## src/rtl/otter_pkg.sv

```systemverilog
// otter_pkg: shared definitions for the OTTER multicycle core.
//   opcode_t    - RV32I major opcodes (ir[6:0]) handled by the sequencer
//   fsm_state_t - control-unit sequencer states
package otter_pkg;

   typedef enum logic [6:0] {
      LUI    = 7'b0110111,
      AUIPC  = 7'b0010111,
      JAL    = 7'b1101111,
      JALR   = 7'b1100111,
      BRANCH = 7'b1100011,
      LOAD   = 7'b0000011,
      STORE  = 7'b0100011,
      OP_IMM = 7'b0010011,
      OP     = 7'b0110011,
      SYSTEM = 7'b1110011
   } opcode_t;

   typedef enum logic [2:0] {
      INIT  = 3'd0,
      FETCH = 3'd1,
      EXEC  = 3'd2,
      WB    = 3'd3,
      INTR  = 3'd4
   } fsm_state_t;

   localparam logic [2:0] F3_PRIV = 3'b000;  // SYSTEM funct3 for MRET/ECALL group

endpackage

```

## src/rtl/cu_fsm.sv

```systemverilog
// cu_fsm: control-unit sequencer for the OTTER multicycle core.
// Steps each instruction through FETCH, EXEC, optional WB (loads) and
// optional INTR entry, gating the decoder's datapath selections.
// Ports:
//   FSM_clk, FSM_rst_n          clock, synchronous active-low reset
//   FSM_opcode, FSM_funct3      ir[6:0], ir[14:12]
//   FSM_intr, FSM_mie           interrupt request, mstatus.MIE
//   FSM_mem_ready               data memory access complete
//   FSM_sysReset .. FSM_mret    datapath enables (combinational)
//   FSM_instret                 retired-instruction count (wraps)
//   FSM_state                   current state, debug only
module cu_fsm
   import otter_pkg::*;
#(
   parameter int unsigned INSTRET_W = 32
) (
   input  logic                 FSM_clk,
   input  logic                 FSM_rst_n,
   input  logic [6:0]           FSM_opcode,
   input  logic [2:0]           FSM_funct3,
   input  logic                 FSM_intr,
   input  logic                 FSM_mie,
   input  logic                 FSM_mem_ready,
   output logic                 FSM_sysReset,
   output logic                 FSM_pcWrite,
   output logic                 FSM_regWrite,
   output logic                 FSM_memRDEN1,
   output logic                 FSM_memRDEN2,
   output logic                 FSM_memWE2,
   output logic                 FSM_csrWE,
   output logic                 FSM_intTaken,
   output logic                 FSM_mret,
   output logic [INSTRET_W-1:0] FSM_instret,
   output logic [2:0]           FSM_state
);

   fsm_state_t           state_q, state_d;
   logic [INSTRET_W-1:0] instret_q, instret_d;
   logic                 complete;

   always_ff @(posedge FSM_clk) begin
      if (!FSM_rst_n) begin
         state_q   <= INIT;
         instret_q <= '0;
      end else begin
         state_q   <= state_d;
         instret_q <= instret_d;
      end
   end

   always_comb begin
      state_d      = state_q;
      complete     = 1'b0;
      FSM_sysReset = 1'b0;
      FSM_pcWrite  = 1'b0;
      FSM_regWrite = 1'b0;
      FSM_memRDEN1 = 1'b0;
      FSM_memRDEN2 = 1'b0;
      FSM_memWE2   = 1'b0;
      FSM_csrWE    = 1'b0;
      FSM_intTaken = 1'b0;
      FSM_mret     = 1'b0;

      unique case (state_q)
         INIT: begin
            FSM_sysReset = 1'b1;
            state_d      = FETCH;
         end
         FETCH: begin
            FSM_memRDEN1 = 1'b1;
            state_d      = EXEC;
         end
         EXEC: begin
            case (FSM_opcode)
               LUI, AUIPC, OP_IMM, OP, JAL, JALR: begin
                  FSM_regWrite = 1'b1;
                  FSM_pcWrite  = 1'b1;
                  complete     = 1'b1;
               end
               BRANCH: begin
                  FSM_pcWrite = 1'b1;
                  complete    = 1'b1;
               end
               STORE: begin
                  // Write enable held for the whole stall; PC advances only
                  // in the cycle the memory accepts the store.
                  FSM_memWE2 = 1'b1;
                  if (FSM_mem_ready) begin
                     FSM_pcWrite = 1'b1;
                     complete    = 1'b1;
                  end
               end
               LOAD: begin
                  FSM_memRDEN2 = 1'b1;
                  state_d      = WB;
               end
               SYSTEM: begin
                  FSM_pcWrite = 1'b1;
                  complete    = 1'b1;
                  if (FSM_funct3 == F3_PRIV) begin
                     FSM_mret = 1'b1;
                  end else begin
                     FSM_csrWE    = 1'b1;
                     FSM_regWrite = 1'b1;
                  end
               end
               default: begin
                  // Unknown opcodes retire as NOPs.
                  FSM_pcWrite = 1'b1;
                  complete    = 1'b1;
               end
            endcase
         end
         WB: begin
            FSM_memRDEN2 = 1'b1;
            if (FSM_mem_ready) begin
               FSM_regWrite = 1'b1;
               FSM_pcWrite  = 1'b1;
               complete     = 1'b1;
            end
         end
         INTR: begin
            FSM_pcWrite  = 1'b1;
            FSM_intTaken = 1'b1;
            state_d      = FETCH;
         end
         default: state_d = INIT;
      endcase

      // Interrupts are only considered at an instruction boundary.
      if (complete) begin
         state_d = (FSM_intr && FSM_mie) ? INTR : FETCH;
      end

      // Reset overrides everything, abandoning any pending memory access.
      if (!FSM_rst_n) begin
         state_d      = INIT;
         complete     = 1'b0;
         FSM_sysReset = 1'b1;
         FSM_pcWrite  = 1'b0;
         FSM_regWrite = 1'b0;
         FSM_memRDEN1 = 1'b0;
         FSM_memRDEN2 = 1'b0;
         FSM_memWE2   = 1'b0;
         FSM_csrWE    = 1'b0;
         FSM_intTaken = 1'b0;
         FSM_mret     = 1'b0;
      end
   end

   assign instret_d   = complete ? instret_q + INSTRET_W'(1) : instret_q;
   assign FSM_instret = instret_q;
   assign FSM_state   = state_q;

endmodule

```

## config.mk

```make
export PLATFORM = sky130hd
export DESIGN_NAME = cu_fsm
export DESIGN_NICKNAME = d
export VERILOG_FILES = /design/src/rtl/otter_pkg.sv /design/src/rtl/cu_fsm.sv
export SDC_FILE = /design/constraint.sdc
export NUM_CORES = 1
export LEC_CHECK = 0
export ABC_AREA = 0
export BUFFER_PORTS_ARGS = -buffer_cell sky130_fd_sc_hd__buf_2
export CAP_MARGIN = 20
export CORE_MARGIN = 3
export CORE_UTILIZATION = 52
export CTS_BUF_LIST = sky130_fd_sc_hd__clkbuf_8
export CTS_CLUSTER_SIZE = 12
export DETAILED_ROUTE_END_ITERATION = 16
export GPL_TIMING_DRIVEN = 0
export PLACE_DENSITY = 0.81
export SLEW_MARGIN = 10
export SYNTH_ARGS = -nofsm -noshare
export SYNTH_HDL_FRONTEND = slang
export SYNTH_SLANG_ARGS = --single-unit
```

## constraint.sdc

```tcl
create_clock -name FSM_clk -period 3 [get_ports FSM_clk]
set_input_delay 0.3 -clock FSM_clk [delete_from_list [all_inputs] [get_ports FSM_clk]]
set_output_delay 0.3 -clock FSM_clk [all_outputs]
set_load 0.1 [all_outputs]
```

After elaboration in Yosys (flattened, before gate mapping):

Cells that the tools add are included.

* bits in registers: 35
* input bits: 15

* eq/ne operators: 15
* reductions and logical operators: 6
* multiplexer cells: 33
* add/subtract/negate cells: 1

Operator list (count)
* $add A32 B1 Y32 const B: 1
* $mux W1: 23
* $eq A7 B6 Y1 const B: 3
* $eq A7 B7 Y1 const B: 3
* $eq A7 B5 Y1 const B: 2
* $pmux W3 S4: 1
* $pmux W1 S2: 5
* $mux W3: 3
* $eq A7 B2 Y1 const B: 1
* $eq A3 B2 Y1 const B: 2
* $logic_not A3 Y1: 2
* $reduce_or A6 Y1: 1
* $eq A3 B1 Y1 const B: 1
* $eq A3 B3 Y1 const B: 1
* $ne A3 B2 Y1 const B: 1
* $pmux W1 S3: 1
* $ne A2 B2 Y1 const B: 1
* $reduce_and A2 Y1: 1
* $reduce_or A2 Y1: 1
* $logic_and A1 B1 Y1: 1

Longest topological paths before layout:

* word-level depth: 5
* gate-level depth with buffers: 7
* depth with buffers taken out: 6

Least setup slack after synthesis:

Ideal clock, no wire load.

* kind: register to output
* from: register state_q[0], in the netlist FSM_state[0]
* to: output FSM_memRDEN1
* arrival: 4.672 ns
* path slack: -1.972 ns
* cell stages (with the launch flop): 4
* buffers on the path: 2
* cell sequence: dfxtp_1 -> buf_2 -> clkbuf_1 -> nor4b_1

* cells in the longest elaborated chain, start to end: 3

Ends and longest elaborated chain
* start, declared: line cu_fsm.sv:37 `fsm_state_t state_q, state_d;`
* start signal, assigned: line cu_fsm.sv:46 `state_q <= state_d;`
* $eq A3 B1 Y1: line cu_fsm.sv:64 `unique case (state_q)`
* $mux W1: line cu_fsm.sv:64
* $mux W1: line cu_fsm.sv:136 `if (!FSM_rst_n) begin`
* end, declared: line cu_fsm.sv:27 `output logic FSM_memRDEN1,`

No other way between the ends.

Final worst setup path:

* from: register state_q[1], in the netlist FSM_state[1]
* to: output FSM_mret

* cells in the longest elaborated chain, start to end: 3

Ends and longest elaborated chain
* $eq A3 B2 Y1: line cu_fsm.sv:64
* $mux W1: line cu_fsm.sv:64
* $mux W1: line cu_fsm.sv:136
* end, declared: line cu_fsm.sv:32 `output logic FSM_mret,`

No other way between the ends.

==> metrics.cfg <==
[sta]
layout_min_cycle_time_ns = 2.440
fin_crit_sh = 0.8132
slew_violations = 0
worst_pin_slew_ns = 0.7428
hold_ws_ns = 0.2982
rsz0062_at_grt = no
fmax_mhz = 409.9
skew_ns = 0.005609
hold_viol_final = 0
finalSetupViolCount = 0
max_slew_margin = 0.5010

[pwr]
switching_share = 0.3114
leakage_nw = 1.045
clockPowerShare = 0.342
comb_power_share = 0.160
finalPower_w = 0.0009595
p_seq_frac = 0.498
worst_ir_drop_vdd_mv = 0.2856
internal-power_w = 0.0006608
powerDensity_nw_per_um2 = 403.0
p_sw_w = 0.0002988

[synthesis]
yosysUniqueCellTypes = 44
syn_avg_cell_area_um2 = 8.634
netlist_area_um2 = 1908
postSynth.asyncResetShare = 0
synth_ff_type = dfxtp_1
synthMuxAreaShare = 0.01574
synthSimpleGateAreaFrac = 0.2623
synthXorXnorAreaFrac = 0.09639
synth_nets = 237
synth.most_common_cell = dfxtp_1
yosys_register_bits = 35
yosys.area_share.adder = 0.006557
synth_common_cells = dfxtp_1 (35), nor2_1 (25), xor2_1 (16)
synth_edf_count = 0
synth_top_area_cell = dfxtp_1
synth_seq_area_share = 0.3672
synth_top_area_share = 0.3672
synth_area_leaders = dfxtp_1 (37%), xor2_1 (7.3%), nor2_1 (4.9%)
synth_compound_area_frac = 0.2118
postSynthCellCount = 221
synth_top_family_by_area = simple AND/OR/NAND/NOR gates
ys_warn_count = 0

[global_routing]
antenna_found_initial = 0
grt_max_degree = 11
grt_pass1_wl_um = 7300
grt_use_total = 0.2133
overflow = 0
grt_pass1_vias = 1647

[route]
num_vias = 1843
drt_iter0_markers = 116
first_pass_iters = 4
drtAntennaViolNets = 0
post_drt_wl_per_cell_um = 13.67
via_per_inst = 5.535
wirelength_um = 4552
drc = 0

[die]
die_area_um2 = 4432
core_um2 = 3442
io_pins = 59
die_w_um = 66.58
start_util = 0.5543
rows = 21
die_height_um = 66.58

[cells_and_area]
insertedDiodeCount = 0
areaGrowthSynthToFinish_pct = 24.79
layout.area.seq_um2 = 701.9
multi_input_area_um2 = 1174
fin_nets = 302
stdcell_area_um2 = 2381
fillers = 303
layout-drive-gt1-share = 0.2997

[clock_tree]
ctsHoldBuffers = 0
clock_latency_ns = 0.29
root_buffer = clkbuf_8
clock_path_buffers = 2
cts_buffers = 5
cts_setup_buffers = 0
cts_tree = done
ctsResizeCount = 0
clock-sinks = 35
path_clk_slew_ns = 0.07
htree_num_levels = 2

[setup_path]
cp-end-kind = output port
cpPeakStageDelay_ns = 0.46
cp.required_ns = 2.70
worstSetupPathType = flop to output port
cp_max_fo = 8
cp-start-kind = flop
arrival_ns = 2.14
crit_slowest_cell = buf_2
worstPathCellList = nor2b_1, nand2_1, nor3_1, nand4_1, nor4_4, buf_2

[flow_run]
drv_cap = 0

[placement]
dp_hpwl_um = 3318
gp_congestion = 0.7819
dpl_cell_area_um2 = 2300
io_buffers = 58

[worst_hold_path]
holdCritPathClass = primary input to flop

[status]
outcome = finished clean

[flip-flops by register name, indices dropped and copies added (netlist names)]
| register | cells |
|---|---|
| FSM_instret | 32 |
| FSM_state | 3 |
[layout make-up]
class / count / share of cell area
flip-flops and latches: 35 / 0.2948
clock buffers: 5 / 0.02890
inverters: 10 / 0.01576
multi-input cells: 167 / 0.4929
repair buffers: 58 / 0.1219
well taps: 46 / 0.02417
clock inverters: 3 / 0.005255
plain buffers: 9 / 0.01629
[stage by stage]
step                      setup TNS [ns]  utilization  cells  worst slack (ns)
after floorplan                  -0.8276            -    221           -0.6010
after global placement                 0       0.6681    325            0.7670
after detailed placement               0       0.6681    325            0.7458
after CTS                              0       0.6917    333            0.5363
after global routing                   0       0.6917    333            0.3975
final                                  0       0.6917    333            0.5605
[kinds of logic after synthesis]
group / count (synthesis)
AND/OR/NAND/NOR: 87
multiplexers: 3
AO/OA/AOI/OAI: 55
buffers and inverters: 19
adder cells (fa/ha/maj): 1
flip-flops: 35
XOR/XNOR: 21
[layout by cell type, fill, tap and decap left out, types with 2 or more instances in the layout]
| cell type | count |
|---|---|
| a2111oi_0 | 2 |
| a21o_1 | 2 |
| a21oi_1 | 6 |
| and2_1 | 5 |
| and3_1 | 2 |
| buf_2 | 62 |
| clkbuf_1 | 5 |
| clkbuf_8 | 5 |
| dfxtp_1 | 34 |
| inv_1 | 12 |
| mux2i_1 | 3 |
| nand2_1 | 13 |
| nand3_1 | 4 |
| nand4_1 | 3 |
| nor2_1 | 23 |
| nor2_2 | 2 |
| nor2b_1 | 3 |
| nor3_1 | 11 |
| nor4_1 | 3 |
| nor4_2 | 2 |
| nor4_4 | 2 |
| o2111ai_1 | 3 |
| o211ai_1 | 10 |
| o21a_1 | 10 |
| o21ai_0 | 10 |
| o31a_1 | 2 |
| o31ai_1 | 2 |
| or3_1 | 4 |
| xnor2_1 | 5 |
| xor2_1 | 16 |
[per-layer routing]
layer | track usage | up-vias | wire length (um)
li1 | - | 928 | -
met1 | 0.2755 | 853 | 2094
met2 | 0.3391 | 55 | 2094
met3 | 0.04722 | 7 | 288
met4 | 0.09137 | 0 | 75
met5 | 0 | - | 0
[final timing paths]
path	startpoint	end	slack, ns	cells after the start
worst min-delay path	FSM_mem_ready	FSM_state[2]	0.30	2
worst max register to register	FSM_state[0]	FSM_instret[26]	0.87	7
worst min register to register	FSM_instret[30]	FSM_instret[30]	0.51	2
worst max-delay path	FSM_state[1]	FSM_mret	0.56	6
[power by group through the flow]
stage          registers, W  logic (W)  clock network (W)
6_report           0.000478   0.000153           0.000328
5_1_grt            0.000479   0.000163           0.000347
4_1_cts            0.000478   0.000154           0.000331
3_5_place_dp       0.000489   0.000154                  0
3_3_place_gp       0.000488   0.000152                  0
2_1_floorplan      0.000528  0.0000801                  0
[worst max-delay path, delay by kind of cell, from the launching register on]
kind / cells / cell delay [ns]
AND/OR/NAND/NOR: 5 / 0.96
buffers and inverters: 1 / 0.46
flip-flops: 1 / 0.43
Power figures use the tool's default switching activity.
